--- src/rtl/reg_bank_loader.sv ---
// rtl/reg_bank_loader.sv - burst load sequencer driving a one-hot Ld vector into a register bank
//
// Purpose:
//   Takes a burst of NUM_REGS words from a valid/ready stream. Word k is written
//   into register k by pulsing o_ld[k] while o_data_out carries the word. After
//   the last word, o_done pulses for one cycle.
//
// Ports:
//   i_clk        system clock, rising edge
//   i_reset_n    asynchronous active-low reset
//   i_start      begin a burst; only sampled in IDLE
//   i_abort      cancel the burst in progress (wins over i_start in IDLE)
//   i_in_valid   i_in_data holds a valid word
//   i_in_data    word to write
//   o_in_ready   a word is accepted this cycle (high only in LOAD)
//   o_ld         one-hot load strobes, registered, one per register
//   o_data_out   shared registered data bus to every register's Data_In
//   o_idx        index of the next register to be written
//   o_busy       loader is not IDLE
//   o_done       one-cycle pulse on successful completion
//   o_clr_out    bank clear strobe (only when REG_LOADER_CLR_EN is defined)
//
// Configuration:
//   REG_LOADER_CLR_EN  when defined, Start passes through a one-cycle CLEAR state
//                      that asserts o_clr_out before loading begins.

module reg_bank_loader #(
  parameter int N        = 16,
  parameter int NUM_REGS = 8
) (
  input  logic                        i_clk,
  input  logic                        i_reset_n,
  input  logic                        i_start,
  input  logic                        i_abort,
  input  logic                        i_in_valid,
  input  logic [N-1:0]                i_in_data,
  output logic                        o_in_ready,
  output logic [NUM_REGS-1:0]         o_ld,
  output logic [N-1:0]                o_data_out,
  output logic [$clog2(NUM_REGS)-1:0] o_idx,
  output logic                        o_busy,
  output logic                        o_done
`ifdef REG_LOADER_CLR_EN
  ,
  output logic                        o_clr_out
`endif
);

  localparam int IDX_W = $clog2(NUM_REGS);
  localparam logic [IDX_W-1:0] LAST_IDX = IDX_W'(NUM_REGS - 1);

  // The encoding keeps CLEAR even in the default build so both builds share
  // one state register layout; the default build never enters it.
  typedef enum logic [1:0] {
    S_IDLE  = 2'd0,
    S_CLEAR = 2'd1,
    S_LOAD  = 2'd2,
    S_FIN   = 2'd3
  } state_t;

  state_t               r_state;
  state_t               w_next;
  logic [NUM_REGS-1:0]  r_ld;
  logic [N-1:0]         r_data;
  logic [IDX_W-1:0]     r_idx;

  logic                 w_in_ready;
  logic                 w_done;
  logic                 w_xfer;
  logic                 w_accept;
  logic                 w_last;
  logic                 w_begin;
`ifdef REG_LOADER_CLR_EN
  logic                 w_clr;
`endif

  // Next-state and state-decoded outputs
  always_comb begin
    w_next     = r_state;
    w_in_ready = 1'b0;
    w_done     = 1'b0;
    w_xfer     = 1'b0;
    w_begin    = 1'b0;
    w_last     = (r_idx == LAST_IDX);
`ifdef REG_LOADER_CLR_EN
    w_clr      = 1'b0;
`endif
    case (r_state)
      S_IDLE: begin
        // Abort has priority over Start so a simultaneous pair is a no-op.
        if (i_start && !i_abort) begin
          w_begin = 1'b1;
`ifdef REG_LOADER_CLR_EN
          w_next  = S_CLEAR;
`else
          w_next  = S_LOAD;
`endif
        end
      end
      S_CLEAR: begin
`ifdef REG_LOADER_CLR_EN
        // Clear is asserted for this cycle even if Abort arrives in it.
        w_clr = 1'b1;
`endif
        w_next = i_abort ? S_IDLE : S_LOAD;
      end
      S_LOAD: begin
        w_in_ready = 1'b1;
        w_xfer     = i_in_valid;
        if (i_abort) begin
          w_next = S_IDLE;
        end else if (i_in_valid && w_last) begin
          w_next = S_FIN;
        end
      end
      S_FIN: begin
        // FIN lines up with the final Ld strobe; Start here is ignored.
        w_done = 1'b1;
        w_next = S_IDLE;
      end
      default: begin
        w_next = S_IDLE;
      end
    endcase
  end

  // A transfer that coincides with Abort is dropped: no strobe, no index step.
  assign w_accept = w_xfer && !i_abort;

  always_ff @(posedge i_clk or negedge i_reset_n) begin
    if (!i_reset_n) begin
      r_state <= S_IDLE;
      r_ld    <= '0;
      r_data  <= '0;
      r_idx   <= '0;
    end else begin
      r_state <= w_next;

      // Ld is a single-cycle strobe; a strobe already on the bus is never
      // retracted by a later Abort because it was registered last cycle.
      if (w_accept) begin
        r_ld   <= NUM_REGS'(1) << r_idx;
        r_data <= i_in_data;
      end else begin
        r_ld   <= '0;
      end

      // Explicit wrap at LAST_IDX so non-power-of-two banks return to 0.
      if (w_begin) begin
        r_idx <= '0;
      end else if ((r_state != S_IDLE) && i_abort) begin
        r_idx <= '0;
      end else if (w_accept) begin
        r_idx <= w_last ? '0 : r_idx + IDX_W'(1);
      end
    end
  end

  assign o_in_ready = w_in_ready;
  assign o_ld       = r_ld;
  assign o_data_out = r_data;
  assign o_idx      = r_idx;
  assign o_busy     = (r_state != S_IDLE);
  assign o_done     = w_done;
`ifdef REG_LOADER_CLR_EN
  assign o_clr_out  = w_clr;
`endif

endmodule
--- config.mk ---
export PLATFORM = sky130hd
export DESIGN_NAME = reg_bank_loader
export DESIGN_NICKNAME = d
export VERILOG_FILES = /design/src/rtl/reg_bank_loader.sv
export SDC_FILE = /design/constraint.sdc
export NUM_CORES = 1
export LEC_CHECK = 0
export ABC_AREA = 1
export CORE_ASPECT_RATIO = 1.1
export CORE_MARGIN = 1.5
export CORE_UTILIZATION = 45
export CTS_CLUSTER_SIZE = 20
export DETAILED_ROUTE_END_ITERATION = 10
export GPL_ROUTABILITY_DRIVEN = 0
export PLACE_DENSITY = 0.87
export SYNTH_ARGS = -nofsm -noshare
export SYNTH_HDL_FRONTEND = slang
export SYNTH_SLANG_ARGS = --single-unit
--- constraint.sdc ---
create_clock -name i_clk -period 3.4 [get_ports i_clk]
set_input_delay 0.34 -clock i_clk [delete_from_list [all_inputs] [get_ports i_clk]]
set_output_delay 0.34 -clock i_clk [all_outputs]
set_load 0.1 [all_outputs]
======== Word-level counts from Yosys, hierarchy flattened ========
Index checks and enable logic that the tools add are counted.
word-level totals
  word-level logic and storage cells ...... 36
  register bits ........................... 29
  output and inout bits ................... 30
operators by class
  $add $sub $neg .......................... 1
  equal/unequal tests ..................... 6
  shift operators ......................... 1
  muxes and demuxes ....................... 15
  reductions and logical operators ........ 9
operator list
  kind                                                  number
  two-way mux 3 bit                                     4
  two-way mux 2 bit                                     4
  two-way mux 8 bit                                     1
  one-hot mux 2 bit (4 select lines)                    1
  << shifter 1 x 3 -> 8 bit (first input constant)      1
  two-way mux 1 bit                                     5
  equality test 2 bit (second input constant)           2
  logical AND 1 bit                                     4
  adder 3 x 1 -> 3 bit (second input constant)          1
  equality test 3 bit (second input constant)           1
  != test 3 bit (second input constant)                 1
  nonzero test 3 bit                                    1
  equality test 2 x 1 -> 1 bit (second input constant)  1
  zero test 2 bit                                       1
  != test 2 bit (second input constant)                 1
  AND reduction 2 bit                                   1
  nonzero test 2 bit                                    1
  zero test 1 bit                                       1

======== Depth between registers and ports, before layout ========
  depth in word-level cells ............... 6
  gate-level depth with buffers ........... 6
  gate-level depth less buffers ........... 5

======== Least setup slack after synthesis ========
OpenSTA, ideal clock, no wires.
  kind .................................... reg2out
  start point ............................. reg r_state[1]
  end point ............................... out o_in_ready
  path slack .............................. 1.375 ns
  arrival time ............................ 1.685 ns
  stages on the path, launching flop included .. 3
  path buffers ............................ 0
  cells stage by stage .................... dfrtp_1 -> inv_1 -> nor2_1
on the way
  longest elaborated chain between the ends .. 2
RTL lines
  what                      RTL line  text
  start: declaration        61        state_t r_state;
  start signal: assignment  137       r_state <= w_next;
  equality test 2 bit       88        case (r_state)
  two-way mux 1 bit         88
  end: declaration          37        output logic o_in_ready,
No other way between the ends.

======== Final worst setup path ========
Ends and elaborated chain as after synthesis.

==> results.toml <==
[drt]
drt_pass1_iterations = 4
drt_iter0_markers = 21
wirelength_microns = 2610
drt_drc_violations_left = 0
vias_per_cell = 4.64
route.vias.total = 1003
ant_nets = 0
detail_route.wl_per_cell_microns = 12.1

[synthesis]
synth_adder_area_share_pct = 7.19
dominant_combinational_cell_family_by_area_after_synthesis = "simple AND/OR/NAND/NOR gates"
postSynthCellCount = 130
synthDistinctLibCells = 15
yosys.area_share.simple_pct = 25.2
synth_compound_area_share_pct = 0.616
synth.ff_latch_count = 29
synth_area_per_cell_sq_um = 9.37
synth.cell_area_sq_um = 1220
postSynthNetCount = 158
yosysSeqAreaShare_pct = 59.5
yosys-mux-area-fraction_pct = 0
ys_warn_count = 0
synth_area_in_xor_xnor_pct = 0

[power_and_ir_drop]
p_sw_share_pct = 46.2
cellPowerDensity_nw_per_um2 = 615
p_int_w = 0.000593
power.net_switching_w = 0.000510
power.leakage_nw = 0.903
comb_power_share_pct = 43.7
power_frac_seq_pct = 37.2
clkPwrFrac_pct = 19.1
worst_ir_drop_vdd_mv = 0.485

[clock_network]
clock_tree.buffer_depth = 2
cts-root-buf = "sky130_fd_sc_hd__clkbuf_4"
cts.clk_slew.worst_paths_ns = 0.09
numCtsBuffers = 5
clock-sinks = 29
clkLatencyLatePin_ns = 0.33
hold_buffers = 0
ctsHtreeMaxLevel = 2
post_cts_resize_count = 0
clock_tree_from_tritoncts = "yes"
post_cts.repair.setup_buffers = 0

[placed_design]
dpl.hpwl_microns = 1900
port-buffer-count = 50
placed_cells_incl_taps = 209

[setup_path]
timing.critical_path.buf_inv = 2
worstSetupPathType = "flop to output port"
required_time_at_the_endpoint_of_the_critical_path_ns = 3.06
cp_top_family = "buffers and inverters"
worstPathMaxFanout = 4
cp_slowest_cell = "sky130_fd_sc_hd__clkdlybuf4s50_1"
worst_path_largest_cell_delay_ns = 1.14
cp_cell_sequence = "inv_1, nor2_1, clkdlybuf4s50_1"
cp_data_arrival_time_ns = 2.06
worst_setup_end_kind = "output port"
critPathLaunchType = "flop"

[sta]
relSlewSlack_pct = 32.9
final_report_max_slew_violation_count = 0
setup-violations-final = 0
fin_worst_skew_ns = 0.0132
finalHoldViolations = 0
totalNegativeSetupSlack_ns = 0
max_freq_mhz = 417
grt_setup_unrepaired = "no"
period_needed_ns = 2.40
worst-slew-pin-transition_ns = 1.00
worst_hold_slack_ns = 0.381
min_period_over_period_pct = 70.5

[global_route]
grt_antenna_before_repair = 0
gr-usage-all-layers_pct = 20.1
pin_count_of_the_biggest_net_entering_global_routing = 31
globalRouteOverflowTotal = 0
grt_pass1_vias = 974
wire_length_of_the_first_global_routing_pass_microns = 4310

[die]
fp.coreArea_sq_um = 2540
initial_core_util_pct = 47.9
pin_count = 51
die_area_sq_um = 3030
die-width_microns = 52.6
die_h_microns = 57.6
rows = 19

[cells_and_area]
area.sequential_sq_um = 726
nets = 213
postLayoutCoreUtil_pct = 70.5
multi_input_comb_area_sq_um = 402
num-fill-cells = 200
num_antenna_cells = 0
final-instance-count-excl-fill = 216
area_delta_synth_final_pct = 47.1
layout-drive-gt1-share_pct = 6.49

[outcome]
run_status = "complete, no violations"

[hold_path]
worst_hold_path_type = "primary input to asynchronous set/reset pin"

[run]
max_capacitance_violation_count = 0
==> path summary, 6_finish.rpt <==
kind	cells past startpoint	slack [ns]	to	start
setup / recovery	3	1.00	o_in_ready	r_state[1]
hold / removal	2	0.38	o_ld[7]	i_reset_n
setup reg to reg	6	2.03	o_idx[1]	r_state[0]
hold reg to reg	2	0.48	o_data_out[5]	o_data_out[5]
max in group asynchronous	2	2.74	o_data_out[11]	i_reset_n
min in group i_clk	2	0.48	o_data_out[5]	o_data_out[5]
==> layout by cell type, fill, tap and decap left out <==
master / n
sky130_fd_sc_hd__inv_2: 3
sky130_fd_sc_hd__buf_4: 2
sky130_fd_sc_hd__inv_1: 12
sky130_fd_sc_hd__dfrtp_1: 29
sky130_fd_sc_hd__a211oi_1: 1
sky130_fd_sc_hd__nor2_1: 6
sky130_fd_sc_hd__ha_1: 7
sky130_fd_sc_hd__nand4_1: 3
sky130_fd_sc_hd__clkdlybuf4s50_1: 50
sky130_fd_sc_hd__nand4_2: 1
sky130_fd_sc_hd__or2_0: 1
sky130_fd_sc_hd__nor3_1: 6
sky130_fd_sc_hd__clkbuf_4: 5
sky130_fd_sc_hd__nand2_1: 55
sky130_fd_sc_hd__clkbuf_1: 1
sky130_fd_sc_hd__nand3_1: 2
sky130_fd_sc_hd__clkbuf_8: 1
==> sequential cells by signal, indices dropped and copies added, names as in the netlist <==
register / flops
o_idx: 3
r_state: 2
o_data_out: 16
o_ld: 8
==> power by group through the flow <==
stage	clock (W)	combinational, W	sequential [W]
after CTS	0.000217	0.000484	0.000410
final	0.000211	0.000482	0.000410
after floorplan	0	0.0000626	0.000706
after global placement	0	0.000481	0.000413
after detailed placement	0	0.000483	0.000416
after global routing	0.000229	0.000502	0.000414
==> cell usage after synthesis, drive strengths merged <==
| cell | count | area (sq um) |
|---|---|---|
| ha | 7 | 87.6 |
| or2 | 1 | 6.26 |
| nand4 | 4 | 31.3 |
| dfrtp | 29 | 726 |
| a211oi | 1 | 7.51 |
| buf | 4 | 35.0 |
| nand3 | 2 | 10.0 |
| nor3 | 6 | 30.0 |
| inv | 15 | 56.3 |
| nand2 | 55 | 206 |
| nor2 | 6 | 22.5 |
==> cell type report <==
type,instances,area share [%]
inverters,15,3.14
clock buffers,7,3.07
flip-flops and latches,29,40.5
repair buffers,52,28.8
well taps,31,2.16
multi-input cells,82,22.4
==> per-stage QoR <==
stage	power (W)	worst slack [ns]	instance area, sq um
2_1_floorplan	0.000769	1.38	1220
3_3_place_gp	0.000894	1.41	1740
3_5_place_dp	0.000900	1.37	1740
4_1_cts	0.00111	0.984	1790
5_1_grt	0.00114	0.886	1790
6_report	0.00110	1.00	1790
==> cells by family after synthesis <==
| logic type | Yosys count |
|---|---|
| buf+inv | 19 |
| compound gates | 1 |
| simple gates | 74 |
| fa+ha+maj | 7 |
| flops | 29 |
==> metal layers <==
metal  up-vias  share of wire (%)  GRT usage (%)  routed length [microns]
met3         4                9.0           11.0                      234
met4         0                1.5           7.69                       38
met2        36                 48           30.5                     1250
met1       460                 42           23.7                     1090
li1        503                  -              -                        -
met5         -                  0              0                        0
Power figures use the tool's default switching activity.
